<file path="src/rtl/gcd_pkg.sv">
// Shared types and constants for the GCD engine.
package gcd_pkg;

    localparam int unsigned GCD_DEFAULT_WIDTH = 8;

    typedef enum logic [1:0] {
        S_IDLE    = 2'b00,
        S_COMPUTE = 2'b01,
        S_DONE    = 2'b10
    } state_e;

endpackage

</file>
<file path="src/rtl/gcd_datapath.sv">
// Subtract-based Euclid datapath: operand registers, compare/subtract and result latch.
module gcd_datapath
    import gcd_pkg::*;
#(
    parameter int unsigned DATA_WIDTH = GCD_DEFAULT_WIDTH
) (
    input  logic                  clk_i,
    input  logic                  reset_i,
    input  logic                  load_i,
    input  logic                  step_i,
    input  logic                  latch_i,
    input  logic [DATA_WIDTH-1:0] a_i,
    input  logic [DATA_WIDTH-1:0] b_i,
    output logic                  done_cond_o,
    output logic [DATA_WIDTH-1:0] result_o
);

    logic [DATA_WIDTH-1:0] a_q, b_q, result_q;
    logic                  a_zero, b_zero, a_gt_b;

    assign a_zero      = (a_q == '0);
    assign b_zero      = (b_q == '0);
    assign a_gt_b      = (a_q > b_q);
    assign done_cond_o = a_zero | b_zero | (a_q == b_q);
    assign result_o    = result_q;

    always_ff @(posedge clk_i) begin
        if (reset_i) begin
            a_q      <= '0;
            b_q      <= '0;
            result_q <= '0;
        end else begin
            if (load_i) begin
                a_q <= a_i;
                b_q <= b_i;
            end else if (step_i) begin
                // Comparison guard keeps both subtractions non-negative.
                if (a_gt_b) begin
                    a_q <= a_q - b_q;
                end else begin
                    b_q <= b_q - a_q;
                end
            end
            if (latch_i) begin
                result_q <= a_zero ? b_q : a_q;
            end
        end
    end

endmodule

</file>
<file path="src/rtl/gcd_engine.sv">
// GCD engine top: control FSM, valid/ready handshakes and abort.
// Define GCD_ENGINE_CYCLE_COUNT_EN to add the cycles_o compute-cycle counter.
module gcd_engine
    import gcd_pkg::*;
#(
    parameter int unsigned DATA_WIDTH = GCD_DEFAULT_WIDTH
) (
    input  logic                  clk_i,
    input  logic                  reset_i,
    input  logic                  in_valid_i,
    output logic                  in_ready_o,
    input  logic [DATA_WIDTH-1:0] a_i,
    input  logic [DATA_WIDTH-1:0] b_i,
    input  logic                  abort_i,
    output logic                  out_valid_o,
    input  logic                  out_ready_i,
    output logic [DATA_WIDTH-1:0] gcd_o,
    output logic                  busy_o,
    output logic [1:0]            state_o
`ifdef GCD_ENGINE_CYCLE_COUNT_EN
    ,
    output logic [DATA_WIDTH-1:0] cycles_o
`endif
);

    state_e state_q, state_d;
    logic   load, step, latch, done_cond;

    always_ff @(posedge clk_i) begin
        if (reset_i) begin
            state_q <= S_IDLE;
        end else begin
            state_q <= state_d;
        end
    end

    always_comb begin
        state_d = state_q;
        load    = 1'b0;
        step    = 1'b0;
        latch   = 1'b0;
        case (state_q)
            S_IDLE: begin
                if (in_valid_i) begin
                    load    = 1'b1;
                    state_d = S_COMPUTE;
                end
            end
            S_COMPUTE: begin
                // Abort wins over completion, so no result is latched.
                if (abort_i) begin
                    state_d = S_IDLE;
                end else if (done_cond) begin
                    latch   = 1'b1;
                    state_d = S_DONE;
                end else begin
                    step = 1'b1;
                end
            end
            S_DONE: begin
                if (abort_i || out_ready_i) begin
                    state_d = S_IDLE;
                end
            end
            default: state_d = S_IDLE;
        endcase
    end

    assign in_ready_o  = (state_q == S_IDLE);
    assign busy_o      = (state_q == S_COMPUTE);
    assign out_valid_o = (state_q == S_DONE);
    assign state_o     = state_q;

    gcd_datapath #(
        .DATA_WIDTH(DATA_WIDTH)
    ) u_datapath (
        .clk_i      (clk_i),
        .reset_i    (reset_i),
        .load_i     (load),
        .step_i     (step),
        .latch_i    (latch),
        .a_i        (a_i),
        .b_i        (b_i),
        .done_cond_o(done_cond),
        .result_o   (gcd_o)
    );

`ifdef GCD_ENGINE_CYCLE_COUNT_EN
    logic [DATA_WIDTH-1:0] cycles_q;

    always_ff @(posedge clk_i) begin
        if (reset_i) begin
            cycles_q <= '0;
        end else if (load) begin
            cycles_q <= '0;
        end else if (state_q == S_COMPUTE) begin
            cycles_q <= cycles_q + 1'b1;
        end
    end

    assign cycles_o = cycles_q;
`endif

endmodule

</file>
<file path="config.mk">
export PLATFORM = sky130hd
export DESIGN_NAME = gcd_engine
export DESIGN_NICKNAME = d
export VERILOG_FILES = /design/src/rtl/gcd_pkg.sv /design/src/rtl/gcd_datapath.sv /design/src/rtl/gcd_engine.sv
export SDC_FILE = /design/constraint.sdc
export NUM_CORES = 1
export LEC_CHECK = 0
export BUFFER_PORTS_ARGS = -buffer_cell sky130_fd_sc_hd__clkbuf_2
export CAP_MARGIN = 25
export CORE_MARGIN = 2
export CORE_UTILIZATION = 30
export CTS_BUF_LIST = sky130_fd_sc_hd__clkbuf_16
export CTS_CLUSTER_DIAMETER = 60
export CTS_CLUSTER_SIZE = 25
export DETAILED_ROUTE_END_ITERATION = 10
export MAX_ROUTING_LAYER = met4
export PLACE_DENSITY = 0.44
export SLEW_MARGIN = 20
export SYNTH_ARGS = -nofsm -noshare
export SYNTH_HDL_FRONTEND = slang
export SYNTH_HIERARCHICAL = 1
export SYNTH_SLANG_ARGS = --single-unit
</file>
<file path="constraint.sdc">
create_clock -name clk_i -period 6.5 [get_ports clk_i]
set_input_delay 1.625 -clock clk_i [delete_from_list [all_inputs] [get_ports clk_i]]
set_output_delay 1.625 -clock clk_i [all_outputs]
set_load 0.02 [all_outputs]
</file>
==> results.md <==
Routing:
- For this run, the detailed router's first-pass iteration total came to 4.
- The number of nets still failing antenna checks after routing is 0.
- The detail-routed net length per standard cell is 16.7 microns.
- The total wire length is 5590 microns.
- The detailed-route vias per instance is 5.30.
- The routed layout has 1774 vias.
- The first routing iteration left 63 violations.
- The post-detailed-route DRC marker count is 0.

Setup path:
- On the worst path, the slowest cell contributes a delay of 0.48 ns.
- The highest-delay cell along the critical path is ha_1.
- The number of buffers and inverters on the critical path is 1.
- At the worst endpoint, the arrival time is 3.49 ns.
- The critical path launch point is u_datapath/a_q[4].
- The number of logic stages on the critical path including buffering is 10.
- The signal on the critical path passes through inv_1 -> ha_1 -> nand4_2 -> nor2_1 -> a211o_1 -> nor3b_1 -> o221ai_1 -> a31o_1 -> or3_1 -> a31oi_1.
- For flop-to-flop paths, the worst setup slack is around 3.2 ns.
- The worst register-to-register path begins at u_datapath/a_q[4].
- In this run the critical register-to-register path is captured at u_datapath/a_q[3].
- STA puts the critical path data required time at ~6.7 ns.
- The endpoint type of the worst setup path is a flip-flop.
- In this run the worst path has a maximum fanout of 11.
- The class of the most critical setup path is reg -> reg.
- In this design, the largest share of critical-path delay is due to simple AND/OR/NAND/NOR gates.
- The number of cells traversed by the worst register-to-register path is 10.
- The end point of the critical path is u_datapath/a_q[3].
- The launching element type of the critical path is a flip-flop.

Placed design:
- Port buffering added 33 buffers.
- The congestion estimate from routability-driven global placement came to 0.811.
- The total half-perimeter wirelength after legalization and detailed placement is 4450 microns.
- After detailed placement, the total cell area comes to 2200 sq um.
- Before CTS, the worst setup slack after placement is 3.04 ns.

Final layout:
- After the last flow step, the layout net total stands at between 200 and 300.
- The area of combinational cells with multiple inputs is 1340 sq um.
- The share of the core filled with cells is 35.6%.
- Relative to the synthesized area, the layout overhead comes to 13.7%.
- The library cells used most frequently in the layout, excluding fill and tap cells, are clkbuf_2 (33), dfxtp_1 (26), inv_1 (17), nor2_1 (16), ha_1 (15).
- The most common cell after layout, fill and taps aside is clkbuf_2.
- 0 antenna diodes ended up in the layout.
- The layout has around 700 filler cells.
- The post-route netlist has around 19% of its cells at a drive strength greater than 1.
- The storage element area is about 520 sq um.
- The finished layout cell area is 2280 sq um.

Clock network:
- CTS built an H-tree with a depth of 1.
- After clock tree synthesis, the flow added hold-fix buffers numbering 0.
- The post-CTS clock slew at the launch and capture registers of the worst setup and hold paths is 0.07 ns.
- Once the clock tree was built, the resizer swapped 0 gates to a different size.
- The CTS buffer count is 3.
- The clock sink count is 26.
- The buffer cell driving the clock tree root is clkbuf_16.
- The clock passes through at most 2 buffers.
- The post-CTS setup buffer count is 0.
- At the later pin of the worst-skew pair, clock insertion delay measures 0.26 ns.
- The CTS tree is built.

Synthesis:
- The count of cell types in the netlist is 63.
- The async set-or-reset flop fraction in the synthesized netlist is 0%.
- The instance count of the mapped netlist is 233.
- The synthesis warning total is 6.
- Sequential elements use about a quarter of the synthesized area.
- The post-synthesis area per instance is 8.59 sq um.
- The mapped netlist covers 2000 sq um.
- The number of flops mapped to enable cells by yosys is 0.
- For this run, the leading register cell type out of synthesis is dfxtp_1.
- Synthesis produced a netlist with a net count of 271.
- The count of state elements after synthesis is 26.

STA:
- The fraction of the cycle the final worst path needs is 50.7%.
- Clock skew on the completed layout was measured at 0.00403 ns.
- The number of hold violations in the final report is 0.
- The measured slew at the worst slew-check pin is 0.818 ns.
- The time the final worst path needs with I/O delays and setup is ~3.3 ns.
- The setup total negative slack is 0 ns.
- Setup repair after global routing left no endpoint under its margin.
- Timing would allow up to 303 MHz.
- The max-slew violation count is 0.
- Headroom to the max-slew limit came out at roughly 45%.
- The final worst-path setup slack is 3.20 ns.
- The number of endpoints failing setup at the final stage is 0.

Floorplan:
- The effective utilization at floorplan is a little under a third.
- The floorplan has 29 rows.
- The die is roughly 86 microns wide.
- The placeable core area is around 6400 sq um.
- From bottom edge to top edge, the die measures 85.7 microns.
- The die area is 7340 sq um.
- 34 I/O pins were placed.

Pwr:
- The fraction of power spent switching nets is 39.2%.
- The reported net switching power is 239 uW.
- Of the total power, registers draw a little under a third.
- The combinational power share is between 40% and 50%.
- The cell-internal power is 371 uW.
- The leakage power is 0.901 nW.
- The fraction of power consumed by the clock network is 23.0%.
- The power density over cell area is 268 nW/um^2.
- The worst vdd rail ir drop is 0.000104 V.

GRT:
- The total grt overflow is 0.
- The combined global-route utilization of all metal layers is 16.4%.
- The global-route wire length before repair is 9070 microns.
- The number of global-route vias before repair is 1771.
- The largest net degree at the start of global routing is 21.
- The number of antenna violations at the first check in global routing is 0.

Run status:
- The flow ran to the end, and the final reports show no timing, DRC or antenna violations.

Job:
- The max-cap check violation count is 0.

Worst hold path:
- The class of the tightest hold or removal check is reg -> reg.
[power by group through the flow]
stage                     combinational [mW]  clock [mW]  sequential [mW]
final                                  0.276       0.140            0.194
after global routing                   0.304       0.150            0.196
after detailed placement               0.276           0            0.198
after CTS                              0.277       0.145            0.194
after global placement                 0.279           0            0.198
after floorplan                        0.213           0            0.196
[cell families after synthesis]
family / share of synthesized area (%)
xor gates and xnor gates: 3.50
adders and majority gates: 11.4
DFF: 26.0
buffers and inverters: 6.87
AOI/OAI and AO/OA: 29.8
and+or+nand+nor: 19.9
muxes: 2.62
[cell usage after synthesis (3+ instances only)]
library cell,number,area share [%]
a211o_1,3,1.3
a211oi_1,10,3.7
a21oi_1,13,3.2
a311oi_1,3,1.3
a31oi_1,4,1.2
a32oi_1,3,1.3
and2_1,3,0.94
buf_4,3,1.1
clkbuf_1,6,1.1
dfxtp_1,26,26
ha_1,15,9.4
inv_1,17,3.2
mux2i_1,3,1.5
nand2_1,10,1.9
nand3b_1,3,1.1
nor2_1,16,3.0
nor2b_1,4,1.2
nor3_1,9,2.2
nor3b_1,3,1.1
o21ai_0,4,1.0
o21ai_1,3,0.75
o21bai_1,6,2.2
o31ai_1,3,1.1
xnor2_1,6,2.6
[worst min-delay path by stage]
stage                                      start  cells past startpoint                endpoint  slack [ns]
after floorplan                u_datapath/a_q[2]                      2       u_datapath/a_q[2]        0.48
after global placement    u_datapath/result_o[0]                      2  u_datapath/result_o[0]        0.48
after detailed placement  u_datapath/result_o[4]                      2  u_datapath/result_o[4]        0.48
after CTS                 u_datapath/result_o[7]                      2  u_datapath/result_o[7]        0.49
after global routing      u_datapath/result_o[2]                      2  u_datapath/result_o[2]        0.52
final                     u_datapath/result_o[7]                      2  u_datapath/result_o[7]        0.48
[registers in the layout, indices dropped and copies added (netlist names)]
name	cells
u_datapath/result_o	8
u_datapath/a_q	8
state_o	2
u_datapath/b_q	8
[through the flow]
stage               hold slack (ns)  total power [mW]  instances
floorplan                     0.477             0.409        233
global placement              0.477             0.477        331
detailed placement            0.478             0.473        331
CTS                           0.487             0.616        335
global route                  0.517             0.651        335
finish                        0.482             0.610        335
[layout make-up]
| class | count | area share, % |
|---|---|---|
| Multi-Input combinational cell | 176 | 59.0 |
| Tap cell | 77 | 4.23 |
| Clock inverter | 1 | 0.165 |
| Sequential cell | 26 | 22.9 |
| Inverter | 19 | 3.13 |
| Timing Repair Buffer | 33 | 7.26 |
| Clock buffer | 3 | 3.30 |
[tightest hold or removal path: cells and delay by family (launching register included)]
family,cells,cell delay (ns)
AOI/OAI and AO/OA,1,0.05
DFF,1,0.31
and+or+nand+nor,1,0.08
[metal layers]
metal	routed length [microns]	share of wire (%)	GRT usage, %
met5	0	0	-
met4	81	1.4	5.19
met3	135	2.4	1.44
met2	2640	47	26.9
met1	2730	49	21.3
No activity file was read; power rests on OpenSTA's default activity.
